`src/rtl/signed_accum_if.sv`:
```
// ----------------------------------------------------------------------------
// signed_accum_if
//
// Stream bundle for signed_accum. It carries the sample input stream
// (in_valid/in_ready/in_data) and the block result stream
// (out_valid/out_ready/out_acc/out_ovf).
//
// Parameters
//   DATA_W : width of an incoming signed sample
//   ACC_W  : width of the block total
//
// Modports
//   master : the environment side. It produces samples and consumes results.
//   slave  : the accumulator side. It consumes samples and produces results.
// ----------------------------------------------------------------------------
interface signed_accum_if #(
    parameter int DATA_W = 4,
    parameter int ACC_W  = 8
);
    // Sample stream
    logic              in_valid;
    logic              in_ready;
    logic [DATA_W-1:0] in_data;

    // Result stream
    logic              out_valid;
    logic              out_ready;
    logic [ACC_W-1:0]  out_acc;
    logic              out_ovf;

    modport master (
        output in_valid,
        output in_data,
        input  in_ready,
        input  out_valid,
        output out_ready,
        input  out_acc,
        input  out_ovf
    );

    modport slave (
        input  in_valid,
        input  in_data,
        output in_ready,
        output out_valid,
        input  out_ready,
        output out_acc,
        output out_ovf
    );
endinterface

```
`src/rtl/signed_accum.sv`:
```
// ----------------------------------------------------------------------------
// signed_accum
//
// Block accumulator for two's-complement samples. Each accepted sample is
// sign-extended to ACC_W and added to a running total. After N_SAMPLES
// accepts, the total and a sticky overflow flag are held on the result stream
// until the consumer takes them.
//
// Compile-time option
//   SIGNED_ACCUM_SAT_EN : when defined, an overflowing step clamps the total
//                         to the most positive or most negative ACC_W value.
//                         When undefined, the total wraps modulo 2^ACC_W.
//                         The overflow flag is set in either case.
//
// Parameters
//   DATA_W    : sample width (must match bus.in_data)
//   ACC_W     : total width, >= DATA_W (must match bus.out_acc)
//   N_SAMPLES : samples per block, >= 1
//
// Ports
//   clk  : clock; all state changes on the rising edge
//   rst  : synchronous active-high reset
//   clr  : synchronous block abort; drops a partial or held block
//   bus  : slave side of signed_accum_if (sample and result streams)
//   busy : a block is in progress (>= 1 sample taken) or a result is held
// ----------------------------------------------------------------------------
module signed_accum #(
    parameter int DATA_W    = 4,
    parameter int ACC_W     = 8,
    parameter int N_SAMPLES = 4
) (
    input  logic           clk,
    input  logic           rst,
    input  logic           clr,
    signed_accum_if.slave  bus,
    output logic           busy
);

    localparam int CNT_W = $clog2(N_SAMPLES + 1);

    typedef enum logic [0:0] {
        ST_ACC  = 1'b0,
        ST_HOLD = 1'b1
    } state_t;

    // ------------------------------------------------------------------------
    // State
    // ------------------------------------------------------------------------
    state_t             state_q, state_d;
    logic [ACC_W-1:0]   acc_q,   acc_d;
    logic [CNT_W-1:0]   cnt_q,   cnt_d;
    logic               ovf_q,   ovf_d;

    // ------------------------------------------------------------------------
    // Datapath for one accumulate step
    // ------------------------------------------------------------------------
    logic [ACC_W-1:0]   sample_ext;
    logic [ACC_W-1:0]   sum_raw;
    logic [ACC_W-1:0]   sum_step;
    logic               step_ovf;
    logic               accept;
    logic               last_sample;

    // A sized cast of a signed value sign-extends it.
    assign sample_ext = ACC_W'($signed(bus.in_data));
    assign sum_raw    = acc_q + sample_ext;

    // Signed overflow: the addends agree in sign but the result does not.
    assign step_ovf = (acc_q[ACC_W-1] == sample_ext[ACC_W-1]) &&
                      (sum_raw[ACC_W-1] != acc_q[ACC_W-1]);

`ifdef SIGNED_ACCUM_SAT_EN
    localparam logic [ACC_W-1:0] ACC_MAX = {1'b0, {(ACC_W-1){1'b1}}};
    localparam logic [ACC_W-1:0] ACC_MIN = {1'b1, {(ACC_W-1){1'b0}}};

    // On overflow the addends share a sign, so the sign of acc gives the
    // direction in which to clamp.
    assign sum_step = step_ovf ? (acc_q[ACC_W-1] ? ACC_MIN : ACC_MAX) : sum_raw;
`else
    assign sum_step = sum_raw;
`endif

    // ------------------------------------------------------------------------
    // Handshake outputs. They depend only on state, so in_ready has no path
    // from in_valid and out_valid has no path from out_ready.
    // ------------------------------------------------------------------------
    assign bus.in_ready  = (state_q == ST_ACC);
    assign bus.out_valid = (state_q == ST_HOLD);
    assign bus.out_acc   = acc_q;
    assign bus.out_ovf   = ovf_q;
    assign busy          = (cnt_q != '0) || (state_q == ST_HOLD);

    assign accept      = bus.in_valid && bus.in_ready;
    assign last_sample = (cnt_q == CNT_W'(N_SAMPLES - 1));

    // ------------------------------------------------------------------------
    // Next-state logic
    // ------------------------------------------------------------------------
    always_comb begin
        // NOTE: every variable gets a default before the case statement, so
        // no path can leave a value unassigned and infer a latch.
        state_d = state_q;
        acc_d   = acc_q;
        cnt_d   = cnt_q;
        ovf_d   = ovf_q;

        unique case (state_q)
            ST_ACC: begin
                if (accept) begin
                    acc_d = sum_step;
                    cnt_d = cnt_q + CNT_W'(1);
                    ovf_d = ovf_q | step_ovf;
                    if (last_sample) begin
                        state_d = ST_HOLD;
                    end
                end
            end

            ST_HOLD: begin
                // The handshake cycle is the last HOLD cycle. Samples are not
                // taken in it because in_ready is still low.
                if (bus.out_ready) begin
                    state_d = ST_ACC;
                    acc_d   = '0;
                    cnt_d   = '0;
                    ovf_d   = 1'b0;
                end
            end

            default: begin
                state_d = ST_ACC;
            end
        endcase

        // An abort overrides any accept or result handshake in this cycle.
        if (clr) begin
            state_d = ST_ACC;
            acc_d   = '0;
            cnt_d   = '0;
            ovf_d   = 1'b0;
        end
    end

    // ------------------------------------------------------------------------
    // State register
    // ------------------------------------------------------------------------
    always_ff @(posedge clk) begin
        // NOTE: sequential state uses non-blocking assignments, so every
        // register samples values from before the edge and order of the
        // statements does not matter.
        if (rst) begin
            state_q <= ST_ACC;
            acc_q   <= '0;
            cnt_q   <= '0;
            ovf_q   <= 1'b0;
        end else begin
            state_q <= state_d;
            acc_q   <= acc_d;
            cnt_q   <= cnt_d;
            ovf_q   <= ovf_d;
        end
    end

endmodule

```
`src/flat_wrapper.sv`:
```
// flat-port wrapper written by rule: the top's interface ports become plain ports
module signed_accum_flat 
#(
    parameter int DATA_W    = 4,
    parameter int ACC_W     = 8,
    parameter int N_SAMPLES = 4
)
  (clk, rst, clr, busy, bus_in_valid, bus_in_data, bus_in_ready, bus_out_valid, bus_out_ready, bus_out_acc, bus_out_ovf);
  signed_accum_if #(.DATA_W(DATA_W), .ACC_W(ACC_W)) bus_i ();
  input  logic clk;
  input  logic rst;
  input  logic clr;
  output logic busy;
  input wire logic [$bits(bus_i.in_valid)-1:0] bus_in_valid;
  input wire logic [$bits(bus_i.in_data)-1:0] bus_in_data;
  output wire logic [$bits(bus_i.in_ready)-1:0] bus_in_ready;
  output wire logic [$bits(bus_i.out_valid)-1:0] bus_out_valid;
  input wire logic [$bits(bus_i.out_ready)-1:0] bus_out_ready;
  output wire logic [$bits(bus_i.out_acc)-1:0] bus_out_acc;
  output wire logic [$bits(bus_i.out_ovf)-1:0] bus_out_ovf;
  assign bus_i.in_valid = bus_in_valid;
  assign bus_i.in_data = bus_in_data;
  assign bus_in_ready = bus_i.in_ready;
  assign bus_out_valid = bus_i.out_valid;
  assign bus_i.out_ready = bus_out_ready;
  assign bus_out_acc = bus_i.out_acc;
  assign bus_out_ovf = bus_i.out_ovf;
  signed_accum #(.DATA_W(DATA_W), .ACC_W(ACC_W), .N_SAMPLES(N_SAMPLES)) u_core (.clk(clk), .rst(rst), .clr(clr), .bus(bus_i), .busy(busy));
endmodule
```
`config.mk`:
```
export PLATFORM = sky130hd
export DESIGN_NAME = signed_accum_flat
export DESIGN_NICKNAME = d
export VERILOG_FILES = /design/src/rtl/signed_accum_if.sv /design/src/rtl/signed_accum.sv /design/src/flat_wrapper.sv
export SDC_FILE = /design/constraint.sdc
export NUM_CORES = 1
export LEC_CHECK = 0
export CORE_ASPECT_RATIO = 1.2
export CORE_UTILIZATION = 45
export CTS_CLUSTER_SIZE = 25
export DETAILED_ROUTE_END_ITERATION = 8
export PLACE_DENSITY = 0.74
export SLEW_MARGIN = 10
export SYNTH_ARGS = -nofsm -noshare
export SYNTH_HDL_FRONTEND = slang
export SYNTH_SLANG_ARGS = --single-unit
```
`constraint.sdc`:
```
create_clock -name clk -period 3.2 [get_ports clk]
set_clock_uncertainty 0.2 [all_clocks]
set_input_delay 0.8 -clock clk [delete_from_list [all_inputs] [get_ports clk]]
set_output_delay 0.8 -clock clk [all_outputs]
set_load 0.005 [all_outputs]
```
==> results of run 1 <==
## flip-flops by register name (all words and copies together) (netlist names)
name and count:
u_core.bus.out_ovf 1, u_core.bus.out_acc 8, u_core.cnt_q 3, u_core.bus.out_valid 1
## final cells by class
| class | instances | share of cell area |
|---|---|---|
| clock buffer | 4 | 0.0235 |
| inverter | 5 | 0.0168 |
| multi-input combinational | 84 | 0.521 |
| sequential | 13 | 0.232 |
| tap | 19 | 0.0212 |
| timing repair buffer | 21 | 0.185 |
## power breakdown
part | internal (uW) | switching (uW)
Clock | 48.6 | 63.3
Combinational | 41.8 | 41.5
Sequential | 167 | 4.77
Total | 257 | 110
## per-stage QoR
step / util / instance area (um2)
global route: 0.612 / 1120
floorplan: - / 871
CTS: 0.612 / 1120
finish: 0.612 / 1120
detailed placement: 0.598 / 1090
global placement: 0.598 / 1090
## metal layers
| layer | GRT usage | part of all wire | vias up |
|---|---|---|---|
| met5 | 0 | 0 | - |
| met4 | 0.130 | 0.032 | 0 |
| met3 | 0.0252 | 0.046 | 9 |
| met2 | 0.357 | 0.49 | 25 |
| met1 | 0.247 | 0.43 | 394 |
| li1 | - | - | 419 |
## cell usage after synthesis
library cell  count  area, um2
a211oi_2          1       12.5
a32oi_1           1       8.76
a21o_1            1       7.51
a41oi_1           1       8.76
nor3b_1           1       7.51
a21oi_1           7       35.0
nand3_1           3       15.0
ha_1             10        125
a211oi_1          2       15.0
dfxtp_1          13        260
clkbuf_1          1       3.75
a31oi_1           1       6.26
and3_1            1       6.26
and2_1            1       6.26
inv_1             5       18.8
a21oi_2           1       8.76
nor2_2            1       6.26
o21bai_1          1       7.51
nor3_1            2       10.0
a22oi_1           5       37.5
nor2b_1           1       6.26
nand2_1           8       30.0
a211oi_4          1       20.0
or2_2             1       6.26
a2bb2oi_1         1       8.76
nor2_1           18       67.6
a21o_2            1       8.76
xnor2_1           1       8.76
xor2_1            1       8.76
mux2i_1           4       40.0
buf_2             1       5.00
nand3b_1          1       7.51
o22ai_1           1       6.26
fa_1              1       20.0
o21ai_1           2       10.0
o21ai_0           2       10.0
## worst min-delay path: stages (launching register included)
cell and delay [ns]:
dfxtp_1 0.32, nand3_1 0.06, o21ai_1 0.06
## cells by family after synthesis
kind of cell	after synthesis	synth area share
AOI/OAI and AO/OA	29	0.243
DFF	13	0.299
and+or+nand+nor	38	0.194
muxes	4	0.0460
adders and majority gates	11	0.167
xor gates and xnor gates	2	0.0201
buffers and inverters	7	0.0316
## final timing paths
kind | end | slack [ns] | depth (start not counted)
max | u_core.bus.out_acc[7] | 0.44 | 7
max reg2reg | u_core.bus.out_acc[6] | 1.12 | 7
min | u_core.bus.out_ovf | 0.28 | 2
min reg2reg | u_core.bus.out_ovf | 0.28 | 2
==> impl_metrics.env, run 1 <==
export IMPL_outcome="finished clean"
export IMPL_first_iter_violations=12
export IMPL_fp_dieH_um=50.2
export IMPL_synth_seq_area_share=0.299
export IMPL_setup_violations_final=0
export IMPL_hold_violations=0
export IMPL_port_buffers=20
export IMPL_via_per_inst=5.80
export IMPL_dp_cells=142
export IMPL_multi_input_area_um2=583
export IMPL_place_congestion=0.809
export IMPL_final_common_cell="clkdlybuf4s50_1"
export IMPL_crit_required_ns=3.18
export IMPL_nNetsFinal=148
export IMPL_holdCritStartpoint="u_core.bus.out_ovf"
export IMPL_overflow=0
export IMPL_ioPinCount=21
export IMPL_rows=17
export IMPL_syn_nets=124
export IMPL_grt_pass1_vias=807
export IMPL_dpl_worst_slack_ns=0.142
export IMPL_cts_tree="yes"
export IMPL_clockBufferDepth=2
export IMPL_fin_crit_sh=0.861
export IMPL_fin_cells=146
export IMPL_cts_sinks=13
export IMPL_crit_fanout=10
export IMPL_cp_slowest_cell="clkdlybuf4s50_1"
export IMPL_rsz0062_at_grt="false"
export IMPL_slew_viol_final=0
export IMPL_synth_distinct_cells=36
export IMPL_ys_seq_elements=13
export IMPL_period_needed_ns=2.76
export IMPL_setup_slack_ns=0.445
export IMPL_hold_class="flip-flop to flip-flop"
export IMPL_most_common_layout_cells="clkdlybuf4s50_1 (20), nor2_1 (18), dfxtp_1 (13), ha_1 (10), nand2_1 (8)"
export IMPL_initial_core_util=0.476
export IMPL_slowest_delay_ns=0.69
export IMPL_r2r_start="u_core.bus.out_acc[0]"
export IMPL_syn_avg_cell_area_um2=8.37
export IMPL_fmax_ghz=0.363
export IMPL_drive_above_1_share=0.0787
export IMPL_cts_setup_buffers=0
export IMPL_setup_tns_final_ns=0
export IMPL_cts_root_buffer="clkbuf_4"
export IMPL_clk_latency_ns=0.29
export IMPL_p_per_area_nw_per_um2=328
export IMPL_postSynthCellCount=104
export IMPL_path_delay_family="buffers and inverters"
export IMPL_hpwlAfterDp_um=1470
export IMPL_antenna_left=0
export IMPL_antenna_found_initial=0
export IMPL_synthesis_area_um2=871
export IMPL_numCtsBuffers=3
export IMPL_syn_to_final_growth_pct=28.6
export IMPL_postRouteWirelength_um=1980
export IMPL_drc_errors=0
export IMPL_track_usage=0.209
export IMPL_fillers=175
export IMPL_first_pass_iters=4
export IMPL_wire_per_inst_um=13.6
export IMPL_leakage_uw=0.000473
export IMPL_worstSetupStartpoint="bus_in_data[3]"
export IMPL_critPathKind="primary input to flip-flop"
export IMPL_total_power_uw=367
export IMPL_grt_max_degree=13
export IMPL_slew_headroom=0.663
export IMPL_diodes=0
export IMPL_ys_warn_count=0
export IMPL_path_clk_slew_ns=0.08
export IMPL_h_tree_depth=1
export IMPL_worst_slew_pin_slew_ns=0.505
export IMPL_cts_hold_buf=0
export IMPL_whs_ns=0.281
export IMPL_die_area_um2=2120
export IMPL_cap_violations=0
export IMPL_crit_chain="clkdlybuf4s50_1 > ha_1 > a211oi_1 > nor2_1 > a211oi_4 > mux2i_1 > a31oi_1"
export IMPL_cp_start_kind="primary input"
export IMPL_vias=847
export IMPL_grt_pass1_wl_um=3350
export IMPL_cts_resized_gates=0
export IMPL_ir_drop_mv=0.247
export IMPL_arrival_ns=2.73
export IMPL_endpoint_kind="flip-flop"
export IMPL_path_buf_inv=1
export IMPL_core_um2=1830
export IMPL_seq_area_um2=260
export IMPL_fp_dieW_um=42.2
No activity file was read; power rests on OpenSTA's default activity.
==> inputs of run 2 (changes only) <==
--- a/config.mk
+++ b/config.mk
@@ -7,9 +7,12 @@
 export LEC_CHECK = 0
 export CORE_ASPECT_RATIO = 1.2
 export CORE_UTILIZATION = 45
+export CTS_CLUSTER_DIAMETER = 200
 export CTS_CLUSTER_SIZE = 25
 export DETAILED_ROUTE_END_ITERATION = 8
+export GPL_TIMING_DRIVEN = 0
 export PLACE_DENSITY = 0.74
+export SKIP_CTS_REPAIR_TIMING = 1
 export SLEW_MARGIN = 10
 export SYNTH_ARGS = -nofsm -noshare
 export SYNTH_HDL_FRONTEND = slang
==> run 2 against run 1 <==
  * Sequential power about the same
  * Combinational power shrank 1%
  * First-iteration DRC count grew 75%
  * Core utilization up 0.14 points
  * Setup slack worse by 0.011 ns
  * Design area up 0.22%
  * Largest cell class unchanged
==> impl_metrics.env, run 2 (same netlist as run 1, synthesis figures left out) <==
export IMPL_numCtsBuffers=3
export IMPL_wire_per_inst_um=12.6
export IMPL_first_pass_iters=4
export IMPL_largest_reg_flops=8
export IMPL_rsz0062_at_grt="false"
export IMPL_via_per_inst=5.61
export IMPL_final_common_cell="clkdlybuf4s50_1"
export IMPL_path_buf_inv=1
export IMPL_diodes=0
export IMPL_cp_slowest_cell="clkdlybuf4s50_1"
export IMPL_critPathKind="primary input to flip-flop"
export IMPL_arrival_ns=2.71
export IMPL_crit_required_ns=3.15
export IMPL_vias=825
export IMPL_grt_pass1_vias=813
export IMPL_period_needed_ns=2.77
export IMPL_hold_class="flip-flop to flip-flop"
export IMPL_leakage_uw=0.000476
export IMPL_fp_dieH_um=50.2
export IMPL_ioPinCount=21
export IMPL_cp_start_kind="primary input"
export IMPL_initial_core_util=0.476
export IMPL_whs_endpoint="u_core.bus.out_ovf"
export IMPL_slew_headroom=0.660
export IMPL_placed_cell_area_um2=1090
export IMPL_crit_chain="clkdlybuf4s50_1 > ha_1 > a211oi_1 > nor2_1 > a211oi_4 > mux2i_1 > a31oi_1"
export IMPL_crit_fanout=10
export IMPL_slew_viol_final=0
export IMPL_cap_violations=0
export IMPL_holdCritStartpoint="u_core.bus.out_ovf"
export IMPL_drive_above_1_share=0.0859
export IMPL_path_delay_family="buffers and inverters"
export IMPL_hold_violations=0
export IMPL_drc_errors=0
export IMPL_fp_dieW_um=42.2
export IMPL_final_area_um2=1120
export IMPL_place_congestion=0.818
export IMPL_ir_drop_mv=0.236
export IMPL_clk_latency_ns=0.29
export IMPL_nNetsFinal=149
export IMPL_antenna_found_initial=0
export IMPL_hold_path_cell_count=2
export IMPL_syn_to_final_growth_pct=28.9
export IMPL_rows=17
export IMPL_fillers=165
export IMPL_worst_slew_pin_slew_ns=0.510
export IMPL_setup_violations_final=0
export IMPL_core_um2=1830
export IMPL_first_iter_violations=21
export IMPL_cts_root_buffer="clkbuf_4"
export IMPL_grt_pass1_wl_um=3280
export IMPL_dp_cells=143
export IMPL_fin_cells=147
export IMPL_h_tree_depth=1
export IMPL_overflow=0
export IMPL_postRouteWirelength_um=1850
export IMPL_p_per_area_nw_per_um2=321
export IMPL_most_common_layout_cells="clkdlybuf4s50_1 (20), nor2_1 (18), dfxtp_1 (13), ha_1 (10), nand2_1 (8)"
export IMPL_outcome="finished clean"
export IMPL_cts_sinks=13
export IMPL_setup_tns_final_ns=0
export IMPL_track_usage=0.199
export IMPL_clockBufferDepth=2
export IMPL_setup_slack_ns=0.434
export IMPL_fmax_ghz=0.362
export IMPL_dpl_worst_slack_ns=0.184
export IMPL_reg2reg_slack_ns=1.11
export IMPL_path_clk_slew_ns=0.08
export IMPL_cts_tree="yes"
export IMPL_reg2regPathDepth=7
export IMPL_endpoint_kind="flip-flop"
export IMPL_fin_util=0.614
export IMPL_antenna_left=0
export IMPL_slowest_delay_ns=0.67
export IMPL_fin_crit_sh=0.864
export IMPL_grt_max_degree=11
export IMPL_hpwlAfterDp_um=1400
export IMPL_port_buffers=20
export IMPL_r2r_start="u_core.bus.out_acc[0]"
export IMPL_die_area_um2=2120
export IMPL_timing_rr_end="u_core.bus.out_acc[6]"
run 2: worst register-to-register path: cells and delay by family (launching register included):
family / cells / cell delay (ns)
flip-flops: 1 / 0.33
AO/OA/AOI/OAI: 4 / 0.63
multiplexers: 1 / 0.17
adder cells (fa/ha/maj): 2 / 0.66
run 2: where the power goes:
part | switching (uW) | internal, uW | leakage, uW | total [uW]
clock network | 59.6 | 46.5 | 0.0000177 | 106
logic | 40.9 | 41.7 | 0.000352 | 82.5
registers | 4.75 | 167 | 0.000106 | 172
run 2: cell type report:
class	count	area [um2]	share of cell area
Sequential cell	13	260	0.232
Clock inverter	1	5.00	0.00446
Inverter	5	18.8	0.0167
Clock buffer	3	22.5	0.0201
Multi-Input combinational cell	84	583	0.520
Tap cell	19	23.8	0.0212
Timing Repair Buffer	20	200	0.178
Buffer	2	8.76	0.00780
run 2: worst max path at each step:
stage                                 end  cells past startpoint           start  slack (ns)
floorplan           u_core.bus.out_acc[6]                      7  bus_in_data[0]        0.81
global placement    u_core.bus.out_acc[7]                      7  bus_in_data[3]        0.19
detailed placement  u_core.bus.out_acc[7]                      7  bus_in_data[3]        0.18
CTS                 u_core.bus.out_acc[7]                      7  bus_in_data[3]        0.48
global route        u_core.bus.out_acc[7]                      7  bus_in_data[3]        0.28
finish              u_core.bus.out_acc[7]                      7  bus_in_data[3]        0.43
run 2: metal layers:
| metal | vias up | part of all wire | track usage | routed length [um] |
|---|---|---|---|---|
| met5 | - | 0 | 0 | 0 |
| met4 | 0 | 0.019 | 0.104 | 35 |
| li1 | 423 | - | - | - |
| met2 | 23 | 0.49 | 0.331 | 901 |
| met3 | 7 | 0.051 | 0.0216 | 95 |
| met1 | 372 | 0.44 | 0.252 | 819 |
run 2: per-stage QoR:
| step | total power, uW | hold WS [ns] |
|---|---|---|
| after floorplan | 225 | 0.254 |
| after global placement | 255 | 0.254 |
| after detailed placement | 257 | 0.269 |
| after CTS | 364 | 0.279 |
| after global routing | 381 | 0.305 |
| final | 360 | 0.270 |
==> inputs of run 3 (changes only) <==
--- a/config.mk
+++ b/config.mk
@@ -5,13 +5,16 @@
 export SDC_FILE = /design/constraint.sdc
 export NUM_CORES = 1
 export LEC_CHECK = 0
+export CELL_PAD_IN_SITES_DETAIL_PLACEMENT = 1
+export CELL_PAD_IN_SITES_GLOBAL_PLACEMENT = 1
 export CORE_ASPECT_RATIO = 1.2
-export CORE_UTILIZATION = 45
+export CORE_MARGIN = 2
+export CORE_UTILIZATION = 38
 export CTS_CLUSTER_DIAMETER = 200
 export CTS_CLUSTER_SIZE = 25
 export DETAILED_ROUTE_END_ITERATION = 8
 export GPL_TIMING_DRIVEN = 0
-export PLACE_DENSITY = 0.74
+export PLACE_DENSITY_LB_ADDON = 0.1
 export SKIP_CTS_REPAIR_TIMING = 1
 export SLEW_MARGIN = 10
 export SYNTH_ARGS = -nofsm -noshare
==> run 3 against run 2 <==
  * Global-route usage grew 0.76 points
  * Critical path depth is the same
  * Cell count grew 8.2%
  * Design area grew 1.2%
  * Total power is essentially flat
  * Core utilization shrank 11 points
  * Clock-buffer cell count grew 1
  * Die area grew 27%
  * Wire length grew 23%
  * Non-clock buffer count is the same
  * Via count grew 2.8%
  * Critical path type unchanged
==> impl_metrics.env, run 3 (same netlist as run 1, synthesis figures left out) <==
export IMPL_outcome="finished clean"
export IMPL_cts_sinks=13
export IMPL_clockBufferDepth=2
export IMPL_cts_root_buffer="clkbuf_4"
export IMPL_final_area_um2=1140
export IMPL_die_area_um2=2690
export IMPL_cp_start_kind="primary input"
export IMPL_initial_core_util=0.390
export IMPL_p_per_area_nw_per_um2=317
export IMPL_slew_headroom=0.652
export IMPL_setup_violations_final=0
export IMPL_grt_max_degree=11
export IMPL_fin_cells=159
export IMPL_hold_path_cell_count=2
export IMPL_grt_pass1_wl_um=4090
export IMPL_setup_tns_final_ns=0
export IMPL_leakage_uw=0.000473
export IMPL_hold_violations=0
export IMPL_hpwlAfterDp_um=1770
export IMPL_fin_util=0.508
export IMPL_final_common_cell="clkdlybuf4s50_1"
export IMPL_drc_errors=0
export IMPL_via_per_inst=5.33
export IMPL_overflow=0
export IMPL_fmax_ghz=0.358
export IMPL_antenna_left=0
export IMPL_numCtsBuffers=3
export IMPL_first_pass_iters=4
export IMPL_placed_cell_area_um2=1110
export IMPL_first_iter_violations=17
export IMPL_most_common_layout_cells="clkdlybuf4s50_1 (20), nor2_1 (18), dfxtp_1 (13), ha_1 (10), nand2_1 (8)"
export IMPL_ioPinCount=21
export IMPL_fp_dieH_um=56.4
export IMPL_fp_dieW_um=47.7
export IMPL_place_congestion=0.805
export IMPL_path_clk_slew_ns=0.08
export IMPL_antenna_found_initial=0
export IMPL_vias=848
export IMPL_diodes=0
export IMPL_dp_cells=155
export IMPL_wire_per_inst_um=14.3
export IMPL_hold_class="flip-flop to flip-flop"
export IMPL_drive_above_1_share=0.0781
export IMPL_fillers=285
export IMPL_reg2reg_slack_ns=1.09
export IMPL_crit_required_ns=3.14
export IMPL_period_needed_ns=2.80
export IMPL_fin_crit_sh=0.874
export IMPL_grt_pass1_vias=948
export IMPL_postRouteWirelength_um=2270
export IMPL_syn_to_final_growth_pct=30.5
export IMPL_port_buffers=20
export IMPL_cap_violations=0
export IMPL_clk_latency_ns=0.27
export IMPL_slew_viol_final=0
export IMPL_endpoint_kind="flip-flop"
export IMPL_reg2regPathDepth=7
export IMPL_core_um2=2230
export IMPL_ir_drop_mv=0.211
export IMPL_nNetsFinal=149
export IMPL_arrival_ns=2.74
export IMPL_rows=19
export IMPL_track_usage=0.206
export IMPL_critPathKind="primary input to flip-flop"
export IMPL_cts_tree="yes"
export IMPL_h_tree_depth=1
export IMPL_crit_fanout=10
export IMPL_rsz0062_at_grt="false"
export IMPL_worst_slew_pin_slew_ns=0.521
export IMPL_largest_reg_flops=8
-- run 3: cell count changes in the layout (fill, tap and decap cells not counted), sizes merged --
cell,before,now
clkinv,1,0
clkbuf,4,5
-- run 3: per-stage QoR --
stage,setup WS (ns),hold WS [ns],total power [uW]
global placement,0.132,0.245,258
finish,0.403,0.279,360
CTS,0.397,0.288,367
floorplan,0.806,0.254,225
detailed placement,0.105,0.275,261
global route,0.258,0.305,387
-- run 3: power by group --
part	internal, uW	leakage [uW]	switching, uW
clock	48.3	0.0000150	55.0
combinational	41.8	0.000352	43.3
sequential	167	0.000106	5.12
-- run 3: layout make-up --
cell class                 instances  area (um2)  area share
buffer                             2        8.76     0.00771
clock buffer                       4        26.3      0.0231
inverter                           5        18.8      0.0165
multi-input combinational         84         583       0.513
sequential                        13         260       0.229
tap                               31        38.8      0.0341
timing repair buffer              20         200       0.176
-- run 3: layer usage --
| metal | vias to the layer above | wire length, um | GRT usage |
|---|---|---|---|
| li1 | 423 | - | - |
| met1 | 406 | 947 | 0.250 |
| met2 | 15 | 1240 | 0.335 |
| met3 | 4 | 56 | 0.0289 |
| met4 | 0 | 31 | 0.104 |
| met5 | - | 0 | 0 |
-- run 3: worst max-delay path, cell delays in order --
cell and delay (ns):
clkdlybuf4s50_1 0.69, ha_1 0.36, a211oi_1 0.23, nor2_1 0.13, a211oi_4 0.22, mux2i_1 0.21
a31oi_1 0.09
-- run 3: worst paths after layout --
path | startpoint | end
setup / recovery | bus_in_data[3] | u_core.bus.out_acc[7]
hold / removal | u_core.bus.out_ovf | u_core.bus.out_ovf
setup reg to reg | u_core.bus.out_acc[0] | u_core.bus.out_acc[6]
hold reg to reg | u_core.bus.out_ovf | u_core.bus.out_ovf
